**src/rtl/player_countdown.sv**
```systemverilog
// Per-player chess-clock countdown: loads a BCD mm:ss preset from the one-hot
// time-control strobes and counts it down one second per tick while active.
module player_countdown (
  input  logic       CLK,
  input  logic       CLR,
  input  logic       CE,
  input  logic [7:0] SEL,
  input  logic       ACTIVE,
  input  logic       TICK,
  output logic [3:0] MIN_T,
  output logic [3:0] MIN_U,
  output logic [3:0] SEC_T,
  output logic [3:0] SEC_U,
  output logic       RUNNING,
  output logic       LOW_TIME,
  output logic       EXPIRED
);

  typedef enum logic [1:0] {
    ST_IDLE    = 2'd0,
    ST_READY   = 2'd1,
    ST_RUN     = 2'd2,
    ST_EXPIRED = 2'd3
  } state_t;

  state_t      state_r, state_nxt_s;
  logic [15:0] time_r, time_nxt_s;
  logic        running_r, low_time_r, expired_r;
  logic        low_nxt_s;

  // Lowest set strobe selects the preset; time packed as {MIN_T,MIN_U,SEC_T,SEC_U}.
  function automatic logic [15:0] preset_bcd(input logic [7:0] sel);
    logic [15:0] p;
    if (sel[0])      p = 16'h0100;
    else if (sel[1]) p = 16'h0300;
    else if (sel[2]) p = 16'h0500;
    else if (sel[3]) p = 16'h1000;
    else if (sel[4]) p = 16'h1500;
    else if (sel[5]) p = 16'h3000;
    else if (sel[6]) p = 16'h6000;
    else if (sel[7]) p = 16'h9000;
    else             p = 16'h0000;
    return p;
  endfunction

  function automatic logic [15:0] dec_bcd(input logic [15:0] t);
    logic [3:0] mt, mu, st, su;
    {mt, mu, st, su} = t;
    if (su != 4'd0) begin
      su = su - 4'd1;
    end else begin
      su = 4'd9;
      if (st != 4'd0) begin
        st = st - 4'd1;
      end else begin
        st = 4'd5;
        if (mu != 4'd0) begin
          mu = mu - 4'd1;
        end else begin
          mu = 4'd9;
          mt = (mt != 4'd0) ? mt - 4'd1 : 4'd0;
        end
      end
    end
    return {mt, mu, st, su};
  endfunction

  // Next state and next time value.
  always_comb begin
    state_nxt_s = state_r;
    time_nxt_s  = time_r;
    if (CE) begin
      case (state_r)
        ST_IDLE, ST_READY, ST_EXPIRED: begin
          if (SEL != 8'd0) begin
            state_nxt_s = ST_READY;
            time_nxt_s  = preset_bcd(SEL);
          end else if ((state_r == ST_READY) && ACTIVE) begin
            state_nxt_s = ST_RUN;
          end else begin
            state_nxt_s = state_r;
          end
        end
        ST_RUN: begin
          // Pause beats a coincident tick; a zero count expires without a tick.
          if (!ACTIVE) begin
            state_nxt_s = ST_READY;
          end else if (time_r == 16'h0000) begin
            state_nxt_s = ST_EXPIRED;
          end else if (TICK) begin
            if (time_r == 16'h0001) begin
              state_nxt_s = ST_EXPIRED;
              time_nxt_s  = 16'h0000;
            end else begin
              time_nxt_s  = dec_bcd(time_r);
            end
          end else begin
            state_nxt_s = ST_RUN;
          end
        end
        default: begin
          state_nxt_s = ST_IDLE;
          time_nxt_s  = 16'h0000;
        end
      endcase
    end else begin
      state_nxt_s = state_r;
    end
    low_nxt_s = ((state_nxt_s == ST_READY) || (state_nxt_s == ST_RUN)) &&
                (time_nxt_s[15:4] == 12'h000) && (time_nxt_s[3:0] != 4'd0);
  end

  // State, digits and flags all registered so outputs carry no input path.
  always_ff @(posedge CLK or negedge CLR) begin
    if (!CLR) begin
      state_r    <= ST_IDLE;
      time_r     <= 16'h0000;
      running_r  <= 1'b0;
      low_time_r <= 1'b0;
      expired_r  <= 1'b0;
    end else begin
      state_r    <= state_nxt_s;
      time_r     <= time_nxt_s;
      running_r  <= (state_nxt_s == ST_RUN);
      low_time_r <= low_nxt_s;
      expired_r  <= (state_nxt_s == ST_EXPIRED);
    end
  end

  assign {MIN_T, MIN_U, SEC_T, SEC_U} = time_r;
  assign RUNNING  = running_r;
  assign LOW_TIME = low_time_r;
  assign EXPIRED  = expired_r;

endmodule

```
**config.mk**
```make
export PLATFORM = sky130hd
export DESIGN_NAME = player_countdown
export DESIGN_NICKNAME = d
export VERILOG_FILES = /design/src/rtl/player_countdown.sv
export SDC_FILE = /design/constraint.sdc
export NUM_CORES = 1
export LEC_CHECK = 0
export CAP_MARGIN = 0
export CORE_UTILIZATION = 56
export DETAILED_ROUTE_END_ITERATION = 7
export GPL_ROUTABILITY_DRIVEN = 0
export MAX_ROUTING_LAYER = met4
export PLACE_DENSITY = 0.93
export REMOVE_ABC_BUFFERS = 1
export SYNTH_ARGS = -nofsm -noshare
export SYNTH_HDL_FRONTEND = slang
export SYNTH_SLANG_ARGS = --single-unit
```
**constraint.sdc**
```tcl
create_clock -name CLK -period 4 [get_ports CLK]
set_clock_uncertainty 0.05 [all_clocks]
set_input_delay 1 -clock CLK [delete_from_list [all_inputs] [get_ports CLK]]
set_output_delay 1 -clock CLK [all_outputs]
set_load 0.01 [all_outputs]
```
Word level (Yosys, flattened, before mapping)
Index checks and enable logic that the tools add are counted.

storage, ports and cells
  input bits = 13
  flip-flop bits (word level) = 21
  output and inout bits = 19
  logic and storage cells = 63

operators by class
  equality and inequality tests = 7
  add/subtract/negate cells = 4
  mux-type cells = 33
  reduce and logical (&&, ||, !) cells = 14

operators by type and width
  cell                                                                     number
  16-bit 2-to-1 mux                                                        14
  4-bit 2-to-1 mux                                                         10
  16-bit one-hot mux with 2 select lines                                   1
  4-bit nonzero test                                                       5
  16-bit by 1-bit equality test with 1-bit output (second input constant)  1
  16-bit logical NOT                                                       1
  4-bit by 1-bit subtractor with 4-bit output (second input constant)      4
  2-bit 2-to-1 mux                                                         7
  12-bit logical NOT                                                       1
  2-bit equality test (second input constant)                              4
  8-bit nonzero test                                                       1
  2-bit by 1-bit equality test with 1-bit output (second input constant)   2
  2-bit one-hot mux with 2 select lines                                    1
  1-bit logical AND                                                        3
  3-bit OR reduction                                                       1
  2-bit logical NOT                                                        1
  1-bit logical OR                                                         1

Longest topological paths before layout
Gate-level depths: netlist (run 1).

  word-level depth = 14
  mapped depth = 13
  gate-level depth less buffers = 12

Least setup slack after synthesis (run 1)
Ideal clock, no wire load.

  kind = in2reg
  start = input port SEL[3]
  end = register low_time_r, in the netlist LOW_TIME
  setup slack = 380 ps
  data required time = 3,850 ps
  setup time = 100 ps
  stages = 9
  buffers on the path = 0
  data arrival time = 3,469 ps
  cells stage by stage = or4_4 > or3_1 > or3b_2 > a211oi_1 > o22ai_1 > ha_1 > nor3b_1 > nand4b_1 > nor4bb_1

between the ends
  elaborated cells between the ends (all ways) = 18
  those cells by class = eq/ne (2); mux (10); reduce/logical (6)

RTL lines
  element                                                                                       RTL line  source
  from (decl)                                                                                   7         input logic [7:0] SEL,
  8-bit nonzero test (*)                                                                        75        if (SEL != 8'd0) begin
  2-bit 2-to-1 mux (*)                                                                          75
  2-bit one-hot mux with 2 select lines (*)                                                     73        case (state_r)
  2-bit 2-to-1 mux (*)                                                                          72        if (CE) begin
  named net state_nxt_s[0]                                                                      26        state_t state_r, state_nxt_s;
  2-bit by 1-bit equality test with 1-bit output / 2-bit equality test (equally long branches)  109       low_nxt_s = ((state_nxt_s == ST_READY) || (state_nxt_s == ST_RUN)) &&
  1-bit logical OR (*)                                                                          109
  1-bit logical AND (*)                                                                         109
  1-bit logical AND (*)                                                                         110       (time_nxt_s[15:4] == 12'h000) && (time_nxt_s[3:0] != 4'd0);
  named net low_nxt_s                                                                           29        logic low_nxt_s;
  to (signal assigned)                                                                          125       low_time_r <= low_nxt_s;
  to (decl)                                                                                     28        logic running_r, low_time_r, expired_r;

The timed path passes the listed nets; every way through them passes the cells marked *.

Worst setup path after layout (run 1)
Same ends and word-level chain as after synthesis.

==> results of run 1 <==
==> flip-flops by register name, summed over array words and instances (netlist names) <==
signal    flops
LOW_TIME      1
EXPIRED       1
time_r       16
RUNNING       1
state_r       2
==> per-layer routing <==
metal / track usage (%) / vias to the layer above / wire, µm
li1: - / 809 / -
met1: 40.1 / 830 / 1840
met2: 51.6 / 118 / 2230
met3: 6.74 / 34 / 432
met4: 13.9 / 0 / 208
met5: - / - / 0
==> cell usage after synthesis, drive strengths merged, types with 2 or more instances <==
library cell  instances
dfrtp                21
o211ai                2
a21o                  2
a211oi                3
inv                   8
buf                   4
and4                  3
or3b                  3
clkbuf                3
nor3b                 4
nor2                 15
ha                    6
nand2                15
nand3                 9
o31ai                 3
o21ai                14
nor2b                 3
or4                   2
or3                   5
o22ai                 2
nand4b                2
nand4                 6
a21oi                16
a22o                  2
nor3                  4
nor4                  7
a22oi                 2
o311ai                2
nand2b                3
==> through the flow <==
| step | hold WS [ps] | total power [µW] |
|---|---|---|
| 2_1_floorplan | 555 | 276 |
| 3_3_place_gp | 530 | 324 |
| 3_5_place_dp | 535 | 328 |
| 4_1_cts | 565 | 437 |
| 5_1_grt | 593 | 459 |
| 6_report | 575 | 439 |
==> where the power goes <==
group	internal (µW)	total, µW	switching, µW	leakage, µW
Combinational	48.2	102	53.3	0.000576
Sequential	217	228	10.2	0.000282
Clock	38.2	110	71.8	0.0000139
==> worst min-delay path by stage <==
stage	start	endpoint	slack [ps]	cells after the start
finish	time_r[1]$_DFF_PN0_	time_r[1]$_DFF_PN0_	580	1
global route	time_r[1]$_DFF_PN0_	time_r[1]$_DFF_PN0_	590	1
CTS	time_r[1]$_DFF_PN0_	time_r[1]$_DFF_PN0_	570	1
detailed placement	time_r[1]$_DFF_PN0_	time_r[1]$_DFF_PN0_	540	1
global placement	time_r[1]$_DFF_PN0_	time_r[1]$_DFF_PN0_	530	1
floorplan	state_r[0]$_DFF_PN0_	state_r[0]$_DFF_PN0_	550	2
==> layout make-up <==
class / count / area (µm²) / area share (%)
multi-input combinational: 151 / 1030 / 50.2
tap: 31 / 38.8 / 1.88
clock buffer: 3 / 22.5 / 1.09
clock inverter: 1 / 7.51 / 0.365
inverter: 8 / 30.0 / 1.46
sequential: 21 / 526 / 25.5
timing repair buffer: 43 / 400 / 19.4
==> worst max-delay path, stage by stage <==
cell and delay [ps]:
clkdlybuf4s50_1 450, or4_4 550, or3_1 370, or3b_2 460, a211oi_2 240, o22ai_1 130, ha_1 300, nor3b_2 150
nand4b_1 110, nor4bb_1 360
==> cells by family (layout without fill, tap and decap cells) <==
kind of cell,after synthesis,after routing
simple gates,85,85
compound gates,59,59
flops,21,21
buf+inv,15,55
fa+ha+maj,6,6
mux,1,1
==> repair_timing <==
action | in CTS | in global routing
gates resized for setup | 0 | 2
setup buffers | 0 | 0
endpoints found under the hold margin | 0 | 0
endpoints found under the setup margin | 0 | 1
==> out/metrics.yaml, run 1 <==
run_status:
  status: "finished, final reports clean"
final_layout:
  drive_above_1_share_pct: 12.3
  final-instance-count-excl-fill: 258
  area_delta_synth_final_pct: 27.1
  fill_cells: 203
  finalInstanceArea_um2: 2060
  final_core_util_pct: 74.7
  nets: 247
  layout_commonest_cell: "clkdlybuf4s50_1"
  diodes: 0
  layout_common_cells: "clkdlybuf4s50_1 (31), dfrtp_1 (21), nand2_1 (15), a21oi_1 (15), nor2_1 (15)"
place:
  port-buffer-count: 31
  dp.cells: 254
  preCtsSetupSlack_ps: -210
  dpl_cell_area_um2: 2020
  place_hpwl_um: 3350
cts:
  clk_pin_slew_ps: 130
  root_buffer: "clkbuf_4"
  cts_made_buffers: 3
  worstSkewPairLatency_ps: 320
  cts_buffer_depth: 2
  htreeDepth: 1
  cts_sinks: 21
  postCtsHoldBufs: 0
  cts_tree: "done"
critical_path:
  worst-r2r-cell-count: 12
  critPathKind: "primary input to flop"
  crit_start: "SEL[3]"
  crit_path_end: "LOW_TIME$_DFF_PN0_"
  critPathCaptureType: "flop"
  arrival_ps: 4120
  crit_path_start_kind: "primary input"
  crit_path_max_fanout: 2
  rr_startpoint: "time_r[12]$_DFF_PN0_"
  worstReg2RegEnd: "LOW_TIME$_DFF_PN0_"
  required_ps: 4150
  r2r_slack_ps: 650
global_route:
  antenna_found_initial: 0
  grt_pass1_wl_um: 7650
  grt_max_degree: 22
  grt_pass1_vias: 1645
  grt_usage_pct: 32.4
  grt_overflow_total: 0
detailed_routing:
  wirelength_um: 4720
  first_pass_iters: 4
  first_iter_violations: 114
  ant_nets: 0
  via_per_inst: 6.94
  vias: 1791
  routedWlPerCell_um: 18.3
  drc: 0
pwr:
  ir_worst_vdd_v: 0.000226
  power.density_nw_per_um2: 213
  leakagePower_uw: 0.000871
floorplan:
  die_h_um: 55.8
  rows: 19
  die_area_um2: 3110
  chipWidth_um: 55.8
  initial_core_util_pct: 58.8
  pin_count: 32
  core-area_um2: 2760
timing:
  clock.fmax_ghz: 0.252
  period_minus_slack_ps: 3970
  finalHoldViolations: 0
  finalCritPeriodShare_pct: 99.1
  setup_viol: 0
  slew_violations: 0
  setup_tns_ps: 0
  relSlewSlack_pct: 37.0
  worstMarginPinSlew_ps: 941
  worst_slack_ps: 34.7
synthesis:
  postSynth.asyncResetShare_pct: 100
  yosysWarnings: 0
  synthSimpleGateAreaFrac_pct: 32.2
  synth.area.top_cells: "dfrtp_1 (32%), a21oi_1 (4.6%), ha_1 (4.6%)"
  yosysTopAreaCell: "dfrtp_1"
  synth.ff_latch_count: 21
  ys.flop_type: "dfrtp_1"
  synth_edf_count: 0
  synth.distinct_cells: 53
  synthMuxAreaShare_pct: 0.695
  ys_seq_area_share_pct: 32.4
  syn_area_um2: 1620
  synth-xor-area-share_pct: 0
  synth_top_area_share_pct: 32.4
  synth_top_family_by_area: "simple AND/OR/NAND/NOR gates"
  synth-compound-area-share_pct: 25.7
  syn_avg_cell_area_um2: 8.66
  synth_cells: 187
  synthAdderAreaFrac_pct: 4.63
flow_run:
  drv_cap: 0
hold_path:
  hold_path.class: "flop to flop"
(Power assumes the default switching activity.)
==> run 2, diff against run 1 <==
CORE_MARGIN = 2   (was not set)
CTS_CLUSTER_DIAMETER = 200   (was not set)
==> run 2 against run 1 <==
Effect of this change: register-to-register slack better by 150 ps; non-clock buffer count is 1 higher; routed wire length is 2.3% lower; flip-flop and latch count stayed put; cell count is 0.39% higher; sequential power hardly changed; critical path type unchanged; critical endpoint unchanged; largest power group unchanged; highest routed layer unchanged.
==> out/metrics.yaml, run 2 (synthesized netlist as in run 1, its figures left out) <==
floorplan:
  die_area_um2: 3340
  initial_core_util_pct: 58.8
  core-area_um2: 2760
  rows: 19
  chipWidth_um: 57.8
  die_h_um: 57.8
  pin_count: 32
cts:
  worstSkewPairLatency_ps: 330
  root_buffer: "clkbuf_4"
  cts_tree: "done"
  htreeDepth: 1
  cts_setup_buffers: 0
  clk_pin_slew_ps: 120
  cts-resized-gates: 0
  cts_buffer_depth: 2
  cts_made_buffers: 3
  postCtsHoldBufs: 0
  cts_sinks: 21
timing:
  clock.fmax_ghz: 0.259
  worstMarginPinSlew_ps: 918
  worst_hold_slack_ps: 605
  finalHoldViolations: 0
  worst_slack_ps: 135
  rsz0062_at_grt: "no"
  relSlewSlack_pct: 38.6
  setup_tns_ps: 0
  setup_viol: 0
  slew_violations: 0
  period_minus_slack_ps: 3870
  finalCritPeriodShare_pct: 96.6
critical_path:
  required_ps: 4180
  critPathKind: "primary input to flop"
  r2r_slack_ps: 800
  critPathCaptureType: "flop"
  worstReg2RegEnd: "LOW_TIME$_DFF_PN0_"
  arrival_ps: 4050
  rr_startpoint: "time_r[12]$_DFF_PN0_"
  worst-r2r-cell-count: 12
  crit_path_start_kind: "primary input"
  crit_path_max_fanout: 2
final_layout:
  diodes: 0
  drive_above_1_share_pct: 12.3
  reg_top3: "time_r: 16 flops, state_r: 2 flops"
  area_delta_synth_final_pct: 27.3
  layout_common_cells: "clkdlybuf4s50_1 (31), dfrtp_1 (21), nand2_1 (15), a21oi_1 (15), nor2_1 (15)"
  top_register: "time_r"
  nets: 248
  final-instance-count-excl-fill: 259
  largest_reg_flops: 16
  layout_commonest_cell: "clkdlybuf4s50_1"
hold_path:
  min_to: "time_r[5]$_DFF_PN0_"
  hold_path.class: "flop to flop"
  hold_path_depth: 2
  min-delay-start: "time_r[5]$_DFF_PN0_"
pwr:
  ir_worst_vdd_v: 0.000227
  power.density_nw_per_um2: 214
  p_total_uw: 440
  leakagePower_uw: 0.000876
place:
  dp.cells: 255
  place_hpwl_um: 3450
  preCtsSetupSlack_ps: -222
  port-buffer-count: 31
detailed_routing:
  drc: 0
  vias: 1751
  routedWlPerCell_um: 17.8
  wirelength_um: 4610
  first_pass_iters: 6
  first_iter_violations: 123
  ant_nets: 0
  via_per_inst: 6.76
global_route:
  grt_max_degree: 22
  grt_usage_pct: 31.3
  grt_pass1_vias: 1705
  grt_pass1_wl_um: 7760
  grt_overflow_total: 0
  antenna_found_initial: 0
run_status:
  status: "finished, final reports clean"
flow_run:
  drv_cap: 0
[run 2: report_power, final]
part / total [µW] / switching, µW / internal (µW) / leakage, µW
Combinational: 100 / 52.3 / 48.1 / 0.000580
Clock: 113 / 74.3 / 38.4 / 0.0000139
Sequential: 228 / 10.1 / 217 / 0.000282
Total: 440 / 137 / 304 / 0.000876
[run 2: cell type report]
type / instances / area [µm²]
Inverter: 8 / 30.0
Fill cell: 202 / 696
Clock inverter: 1 / 7.51
Clock buffer: 3 / 22.5
Tap cell: 31 / 38.8
Timing Repair Buffer: 44 / 408
Multi-Input combinational cell: 151 / 1030
Sequential cell: 21 / 526
[run 2: worst max path at each step]
stage,cells after the start,slack (ps),endpoint,startpoint
after floorplan,9,350,LOW_TIME$_DFF_PN0_,SEL[3]
after global placement,10,-110,LOW_TIME$_DFF_PN0_,SEL[3]
after detailed placement,10,-220,LOW_TIME$_DFF_PN0_,SEL[3]
after CTS,10,110,LOW_TIME$_DFF_PN0_,SEL[3]
after global routing,10,20,LOW_TIME$_DFF_PN0_,SEL[3]
final,10,130,LOW_TIME$_DFF_PN0_,SEL[3]
[run 2: layer usage]
metal / vias up / GRT usage, % / wire [µm]
met3: 18 / 9.15 / 461
met4: 0 / 16.9 / 160
met2: 116 / 47.4 / 2200
met1: 811 / 37.6 / 1790
met5: - / - / 0
li1: 806 / - / -
[run 2: critical path: stages]
cell and delay [ps]:
clkdlybuf4s50_1 440, or4_4 550, or3_1 390, or3b_2 450, a211oi_1 240, o22ai_1 130
ha_1 290, nor3b_2 160, nand4b_1 110, nor4bb_1 280
[run 2: through the flow]
step	util, %	instance area, µm²
detailed placement	73.5	2030
finish	74.8	2060
global route	74.8	2060
CTS	74.6	2060
floorplan	-	1580
global placement	73.5	2030
